==> config.mk <==
export PLATFORM = sky130hd
export DESIGN_NAME = ps2_key_ctrl
export DESIGN_NICKNAME = d
export VERILOG_FILES = /design/src/rtl/ps2_key_ctrl.sv
export SDC_FILE = /design/constraint.sdc
export NUM_CORES = 1
export LEC_CHECK = 0
export CAP_MARGIN = 20
export CELL_PAD_IN_SITES_DETAIL_PLACEMENT = 1
export CELL_PAD_IN_SITES_GLOBAL_PLACEMENT = 1
export CORE_ASPECT_RATIO = 0.5
export CORE_MARGIN = 2
export CORE_UTILIZATION = 40
export DETAILED_ROUTE_END_ITERATION = 8
export DONT_BUFFER_PORTS = 1
export PLACE_DENSITY_LB_ADDON = 0.1
export RECOVER_POWER = 50
export SLEW_MARGIN = 20
export SYNTH_ARGS = -nofsm -noshare
export SYNTH_HDL_FRONTEND = slang
export SYNTH_SLANG_ARGS = --single-unit
==> constraint.sdc <==
create_clock -name clk -period 3.9 [get_ports clk]
set_input_delay 0.585 -clock clk [delete_from_list [all_inputs] [get_ports clk]]
set_output_delay 0.585 -clock clk [all_outputs]
set_load 0.02 [all_outputs]
==> src/rtl/ps2_key_ctrl.sv <==
// PS/2 receive-FIFO consumer: pops scan codes, tracks make/break/extended
// prefixes and publishes the held key. Optional E0 handling via PS2_KEY_EXT_EN.
module ps2_key_ctrl #(
  parameter int unsigned CNT_W = 8
) (
  input  logic             clk,
  input  logic             rst,
  input  logic             ready,
  input  logic [7:0]       data,
  output logic             nextdata_n,
  output logic [7:0]       key_code,
  output logic             key_ext,
  output logic             key_valid,
  output logic             key_strobe,
  output logic [CNT_W-1:0] press_cnt
);

  localparam int unsigned BYTE_W = 8;
  localparam logic [BYTE_W-1:0] BRK_CODE = BYTE_W'(8'hF0);
  localparam logic [BYTE_W-1:0] EXT_CODE = BYTE_W'(8'hE0);

  typedef enum logic [1:0] {
    IDLE = 2'd0,
    POP  = 2'd1,
    PROC = 2'd2
  } state_t;

  state_t            state;
  logic [BYTE_W-1:0] byte_r;
  logic              brk_pend;
  logic              ext_pend;
  logic              same_key_c;

`ifndef PS2_KEY_EXT_EN
  assign ext_pend = 1'b0;
  assign key_ext  = 1'b0;
`endif

  // A byte naming the key already held (same extension) is a repeat or its own break
  assign same_key_c = key_valid && (byte_r == key_code) && (ext_pend == key_ext);

  always_ff @(posedge clk or posedge rst) begin
    if (rst) begin
      state      <= IDLE;
      nextdata_n <= 1'b1;
      byte_r     <= '0;
      brk_pend   <= 1'b0;
      key_code   <= '0;
      key_valid  <= 1'b0;
      key_strobe <= 1'b0;
      press_cnt  <= '0;
`ifdef PS2_KEY_EXT_EN
      ext_pend   <= 1'b0;
      key_ext    <= 1'b0;
`endif
    end else begin
      key_strobe <= 1'b0;
      case (state)
        IDLE: begin
          if (ready) begin
            byte_r     <= data;
            nextdata_n <= 1'b0;
            state      <= POP;
          end
        end
        // One idle cycle after the pop lets the FIFO head pointer settle
        POP: begin
          nextdata_n <= 1'b1;
          state      <= PROC;
        end
        PROC: begin
          state <= IDLE;
          if (byte_r == BRK_CODE) begin
            brk_pend <= 1'b1;
          end else if (byte_r == EXT_CODE) begin
`ifdef PS2_KEY_EXT_EN
            ext_pend <= 1'b1;
`endif
          end else if (brk_pend) begin
            if (same_key_c) begin
              key_valid <= 1'b0;
            end
            brk_pend <= 1'b0;
`ifdef PS2_KEY_EXT_EN
            ext_pend <= 1'b0;
`endif
          end else begin
            if (!same_key_c) begin
              key_code   <= byte_r;
              key_valid  <= 1'b1;
              key_strobe <= 1'b1;
              press_cnt  <= press_cnt + CNT_W'(1);
`ifdef PS2_KEY_EXT_EN
              key_ext    <= ext_pend;
`endif
            end
`ifdef PS2_KEY_EXT_EN
            ext_pend <= 1'b0;
`endif
          end
        end
        default: begin
          state      <= IDLE;
          nextdata_n <= 1'b1;
        end
      endcase
    end
  end

endmodule

==> metrics.cfg, run 1 <==
[worst_setup_path]
path_buf_inv = 0
worst-path-max-fanout = 11
path_delay_family = compound AO/OA/AOI/OAI gates
reg2reg_slack_ns = 1.50
critical_path_class = reg -> reg
slowest_delay_ns = 0.65
slowest_stage = a21oi_2
crit_required_ns = 4.06
end_kind = register
worst_ep_arrival_time_ns = 2.56
path_cells = xor2_1 > nor4_1 > nand4_1 > ha_1 > nand3b_2 > a21oi_2 > mux2_2
critPathLaunchType = register

[drt]
drcViolationCount = 0
wirelength_mm = 2.67
antenna_left = 0
vias_per_cell = 5.24
initialDrtViolationCount = 32
firstDrtPassIters = 2
wl_per_cell_microns = 17.8
vias = 786

[grt]
grt_use_total_pct = 15.3
grt_pass1_vias = 859
grt_max_degree = 31
grt_overflow_total = 0
grt_pass1_wl_mm = 4.37
grt_antenna_before_repair = 0

[sta]
finalCriticalPeriod_ns = 2.40
setup_tns_ns = 0
worst_pin_slew_ns = 1.08
slew_violations = 0
setup_viol = 0
post-route-period-util_pct = 61.5
hold_viol_final = 0
clock_skew_ns = 0.00576
slew_headroom_pct = 27.7
rsz0062_at_grt = false
timing.fmax_ghz = 0.417
fin_ws_ns = 1.50

[cts]
cts.path.max_buffers = 2
cts_tree = done
root_buffer = clkbuf_8
insertion_delay_ns = 0.28
cts_sinks = 30
cts_max_level = 2
cts_setup_buffers = 0
clkTransAtPathRegs_ns = 0.07
cts_buffers = 5
post_cts_resized = 0
cts_hold_buf = 0

[power]
powerDensity_mw_per_mm2 = 831
p_sw_uw = 454
seqPwrFrac_pct = 49.6
power_frac_comb_pct = 20.5
ir_drop_mv = 0.312
total_leakage_power_uw = 0.000689
p_sw_share_pct = 34.9
p_int_uw = 848
power_frac_clock_pct = 29.8
finalPower_uw = 1300

[floorplanning]
rows = 15
core_area_sq_mm = 0.00338
fp.dieW_microns = 87.4
start_util_pct = 41.2
fp.dieH_microns = 45.7
dieArea_sq_mm = 0.00399
pin_count = 31

[logic_synthesis]
netlist.top_cell.by_area = dfrtp_1
synth_fp_nets = 115
ys_warn_count = 0
synth_seq_cells = 30
synth_area_leaders = dfrtp_1, mux2_4, xor2_1
synth_cells = 102
avgSynthCellArea_sq_um = 13.6
syn-cell-area_sq_mm = 0.00139
ys_seq_area_share_pct = 54.0
synth_cell_types = 30
yosysTopAreaCellShare_pct = 52.2

[finish]
syn2layout_area_growth_pct = 12.6
drive_above_1_share_pct = 28.7
diodes = 0
final_nets = 120
fin_cells = 150

[placed_design]
dp_hpwl_mm = 1.96
port_buffers = 0
gp_congestion = 0.760
dp.cells = 142
dp_slack_ns = 1.49

[run]
drv_cap = 0

[hold_path]
hold_path_class = in -> reg

[status]
outcome = complete, no violations

==> cells in the mapped netlist, drive strengths merged <==
cell type,number
mux2,18
nand2,1
ha,2
buf,4
nor4,1
nor3,1
nand4,2
dfrtp,29
a211oi,4
nand2b,1
xor2,13
dfstp,1
nor4bb,1
xnor2,2
a31oi,1
nand3b,1
a2111oi,3
nor2,4
inv,5
nor3b,2
conb,1
nand3,3
a21oi,2
==> worst paths after layout <==
kind | startpoint | to | cells past startpoint
worst min register to register | state[1]$_DFFE_PP0P_ | state[1]$_DFFE_PP0P_ | 1
min in group asynchronous | rst | key_strobe$_DFF_PP0_ | 1
worst max register to register | key_code[5]$_DFFE_PP0P_ | key_code[2]$_DFFE_PP0P_ | 7
worst min-delay path | data[2] | byte_r[2]$_DFFE_PP0P_ | 1
worst max-delay path | key_code[5]$_DFFE_PP0P_ | key_code[2]$_DFFE_PP0P_ | 7
max in group asynchronous | rst | key_code[0]$_DFFE_PP0P_ | 1
==> layer usage <==
metal	wire, microns	GRT usage, %	share of wire [%]
met4	19	4.92	0.71
met1	1230	18.8	46
met2	1190	23.2	45
met3	225	8.51	8.4
met5	0	0	0
==> cell families (layout without fill, tap and decap cells) <==
group | after synthesis | after routing | synth area share [%]
mux | 18 | 18 | 16.7
other cells | 1 | 1 | 0.270
xor+xnor | 15 | 15 | 9.44
fa+ha+maj | 2 | 2 | 1.80
simple gates | 17 | 17 | 8.00
buf+inv | 9 | 15 | 3.60
flops | 30 | 30 | 54.0
compound gates | 10 | 10 | 6.11
==> cell usage in the layout (no fill, tap or decap) <==
master / count
dfrtp_1: 29
xor2_1: 13
mux2_2: 9
mux2_4: 8
clkbuf_8: 6
inv_1: 5
a211oi_1: 4
nor2_1: 4
nand3_1: 3
xnor2_1: 2
nand4_1: 2
a2111oi_1: 2
ha_1: 2
bufinv_16: 2
nor4bb_1: 1
nor3b_4: 1
nand2b_1: 1
mux2_1: 1
nand3b_2: 1
a21oi_2: 1
nor3b_1: 1
nor3_1: 1
nor4_1: 1
a21oi_1: 1
a31oi_1: 1
a2111oi_2: 1
nand2_1: 1
conb_1: 1
dfstp_2: 1
clkbuf_1: 1
buf_4: 1
==> registers in the layout, summed over array words and instances, names as in the netlist <==
register and flops:
press_cnt 8, key_valid 1, byte_r 8, key_strobe 1
nextdata_n 1, brk_pend 1, key_code 8, state 2
==> metrics by stage <==
step | hold slack [ns] | utilization (%) | instance area, sq um
after floorplan | 0.463 | - | 1390
after global placement | 0.481 | 42.3 | 1430
after detailed placement | 0.506 | 42.3 | 1430
after CTS | 0.444 | 46.5 | 1570
after global routing | 0.440 | 46.4 | 1570
final | 0.456 | 46.4 | 1570
==> power by group through the flow <==
stage / Combinational, uW / Sequential [uW] / Clock [uW]
finish: 267 / 646 / 388
global route: 301 / 667 / 416
CTS: 274 / 647 / 399
detailed placement: 270 / 654 / 0
global placement: 260 / 645 / 0
floorplan: 236 / 611 / 0
==> area by class of cell <==
class	count	area [sq um]
clock buffer	6	82.6
clock inverter	2	60.1
fill	347	1810
inverter	5	18.8
multi-input combinational	63	589
sequential	30	752
tap	42	52.6
timing repair buffer	2	11.3
Note: power is estimated with default switching activity, not from simulation.
==> run 2: changes to the inputs <==
==> constraint.sdc (replaced) <==
create_clock -name clk -period 2.1 [get_ports clk]
set_input_delay 0.315 -clock clk [delete_from_list [all_inputs] [get_ports clk]]
set_output_delay 0.315 -clock clk [all_outputs]
set_load 0.02 [all_outputs]
==> metrics.cfg, run 2 (synthesis results as in run 1) <==
[status]
outcome = finished, violations left
violations = capacitance limit, slew limit

[drt]
firstDrtPassIters = 2
vias = 881
wirelength_mm = 3.12
wl_per_cell_microns = 18.5
antenna_left = 0
vias_per_cell = 5.21
initialDrtViolationCount = 13
drcViolationCount = 0

[cts]
root_buffer = clkbuf_8
cts_max_level = 2
insertion_delay_ns = 0.28
cts_tree = done
clkTransAtPathRegs_ns = 0.06
cts_sinks = 30
cts.path.max_buffers = 2
cts_setup_buffers = 0
cts_buffers = 5

[worst_setup_path]
ff2ff_path_depth = 7
crit_required_ns = 2.26
critPathLaunchType = register
critical_path_class = reg -> reg
worst_ep_arrival_time_ns = 2.14
worst-path-max-fanout = 11
end_kind = register

[run]
drv_cap = 1

[floorplanning]
dieArea_sq_mm = 0.00399
core_area_sq_mm = 0.00338
fp.dieW_microns = 87.4
rows = 15
fp.dieH_microns = 45.7
start_util_pct = 41.2
pin_count = 31

[sta]
rsz0062_at_grt = false
slew_headroom_pct = -5.83
timing.fmax_ghz = 0.506
post-route-period-util_pct = 94.2
worst_pin_slew_ns = 1.59
slew_violations = 31
hold_viol_final = 0
finalCriticalPeriod_ns = 1.98
setup_viol = 0
clock_skew_ns = 0.00799
timing.hold.ws_ns = 0.185

[power]
power_frac_clock_pct = 19.8
power_frac_comb_pct = 37.7
p_int_uw = 1510
total_leakage_power_uw = 0.000757
p_sw_share_pct = 37.2
ir_drop_mv = 0.529
seqPwrFrac_pct = 42.5
powerDensity_mw_per_mm2 = 1430
p_sw_uw = 898

[finish]
mostFrequentLayoutCell = dfrtp_1
fin_area_sq_mm = 0.00168
top_regs = byte_r (8), key_code (8), press_cnt (8)
final_nets = 139
fin_cells = 169
diodes = 0
drive_above_1_share_pct = 39.4
layout_common_cells = dfrtp_1, buf_4, xor2_1
syn2layout_area_growth_pct = 20.8

[grt]
grt_use_total_pct = 17.2
grt_overflow_total = 0
grt_pass1_wl_mm = 4.86
grt_antenna_before_repair = 0
grt_max_degree = 31
grt_pass1_vias = 956

[placed_design]
dp_hpwl_mm = 2.24
placed_area_sq_mm = 0.00157
dp.cells = 161
gp_congestion = 0.824
port_buffers = 0

[hold_path]
hold_path_class = in -> reg
hold_depth = 1

run 2: repair_timing:
action	4_1_cts	5_1_grt
cloned	0	0
setup endpoints to repair	9	3
pin swaps	0	1
hold buffers	0	0
gates resized for setup	1	4
run 2: through the flow:
stage	setup WS (ns)	power, uW	setup TNS, ns	utilization (%)
3_3_place_gp	-0.0271	1880	-0.0271	46.5
5_1_grt	0.00293	2550	0	49.7
6_report	0.123	2410	0	49.7
3_5_place_dp	-0.0800	1930	-0.229	46.5
2_1_floorplan	0.127	1570	0	-
4_1_cts	0.0406	2430	0	49.4
run 2: final cells by class:
| cell class | count | area [sq um] |
|---|---|---|
| Inverter | 5 | 18.8 |
| Clock buffer | 8 | 90.1 |
| Timing Repair Buffer | 21 | 150 |
| Sequential cell | 30 | 752 |
| Fill cell | 351 | 1700 |
| Multi-Input combinational cell | 63 | 617 |
| Tap cell | 42 | 52.6 |
run 2: path summary, 6_finish.rpt:
| kind | start | endpoint | slack, ns |
|---|---|---|---|
| min in group asynchronous | rst | key_strobe$_DFF_PP0_ | 0.46 |
| max in group asynchronous | rst | key_valid$_DFFE_PP0P_ | 0.70 |
| worst max-delay path | byte_r[5]$_DFFE_PP0P_ | key_code[4]$_DFFE_PP0P_ | 0.12 |
| worst min-delay path | data[7] | byte_r[7]$_DFFE_PP0P_ | 0.18 |
| worst min register to register | brk_pend$_DFFE_PP0P_ | brk_pend$_DFFE_PP0P_ | 0.53 |
| worst max register to register | byte_r[5]$_DFFE_PP0P_ | key_code[4]$_DFFE_PP0P_ | 0.12 |
run 2: power by group through the flow:
| stage | combinational, uW | sequential (uW) | clock (uW) |
|---|---|---|---|
| 2_1_floorplan | 438 | 1140 | 0 |
| 3_3_place_gp | 863 | 1020 | 0 |
| 3_5_place_dp | 896 | 1030 | 0 |
| 4_1_cts | 909 | 1030 | 493 |
| 5_1_grt | 977 | 1060 | 514 |
| 6_report | 909 | 1020 | 477 |
run 2: critical path, stage by stage (launching register included):
cell and delay (ns):
dfrtp_1 0.39, xor2_1 0.16, nor4_1 0.36, nand4_1 0.14
ha_1 0.21, nand3b_2 0.13, a21oi_4 0.11, mux2_4 0.36
run 2: metal layers:
| metal | wire [microns] | up-vias | global-route usage, % |
|---|---|---|---|
| li1 | - | 405 | - |
| met1 | 1350 | 444 | 19.9 |
| met2 | 1540 | 25 | 29.5 |
| met3 | 200 | 7 | 7.25 |
| met4 | 35 | 0 | 5.54 |
| met5 | 0 | - | 0 |
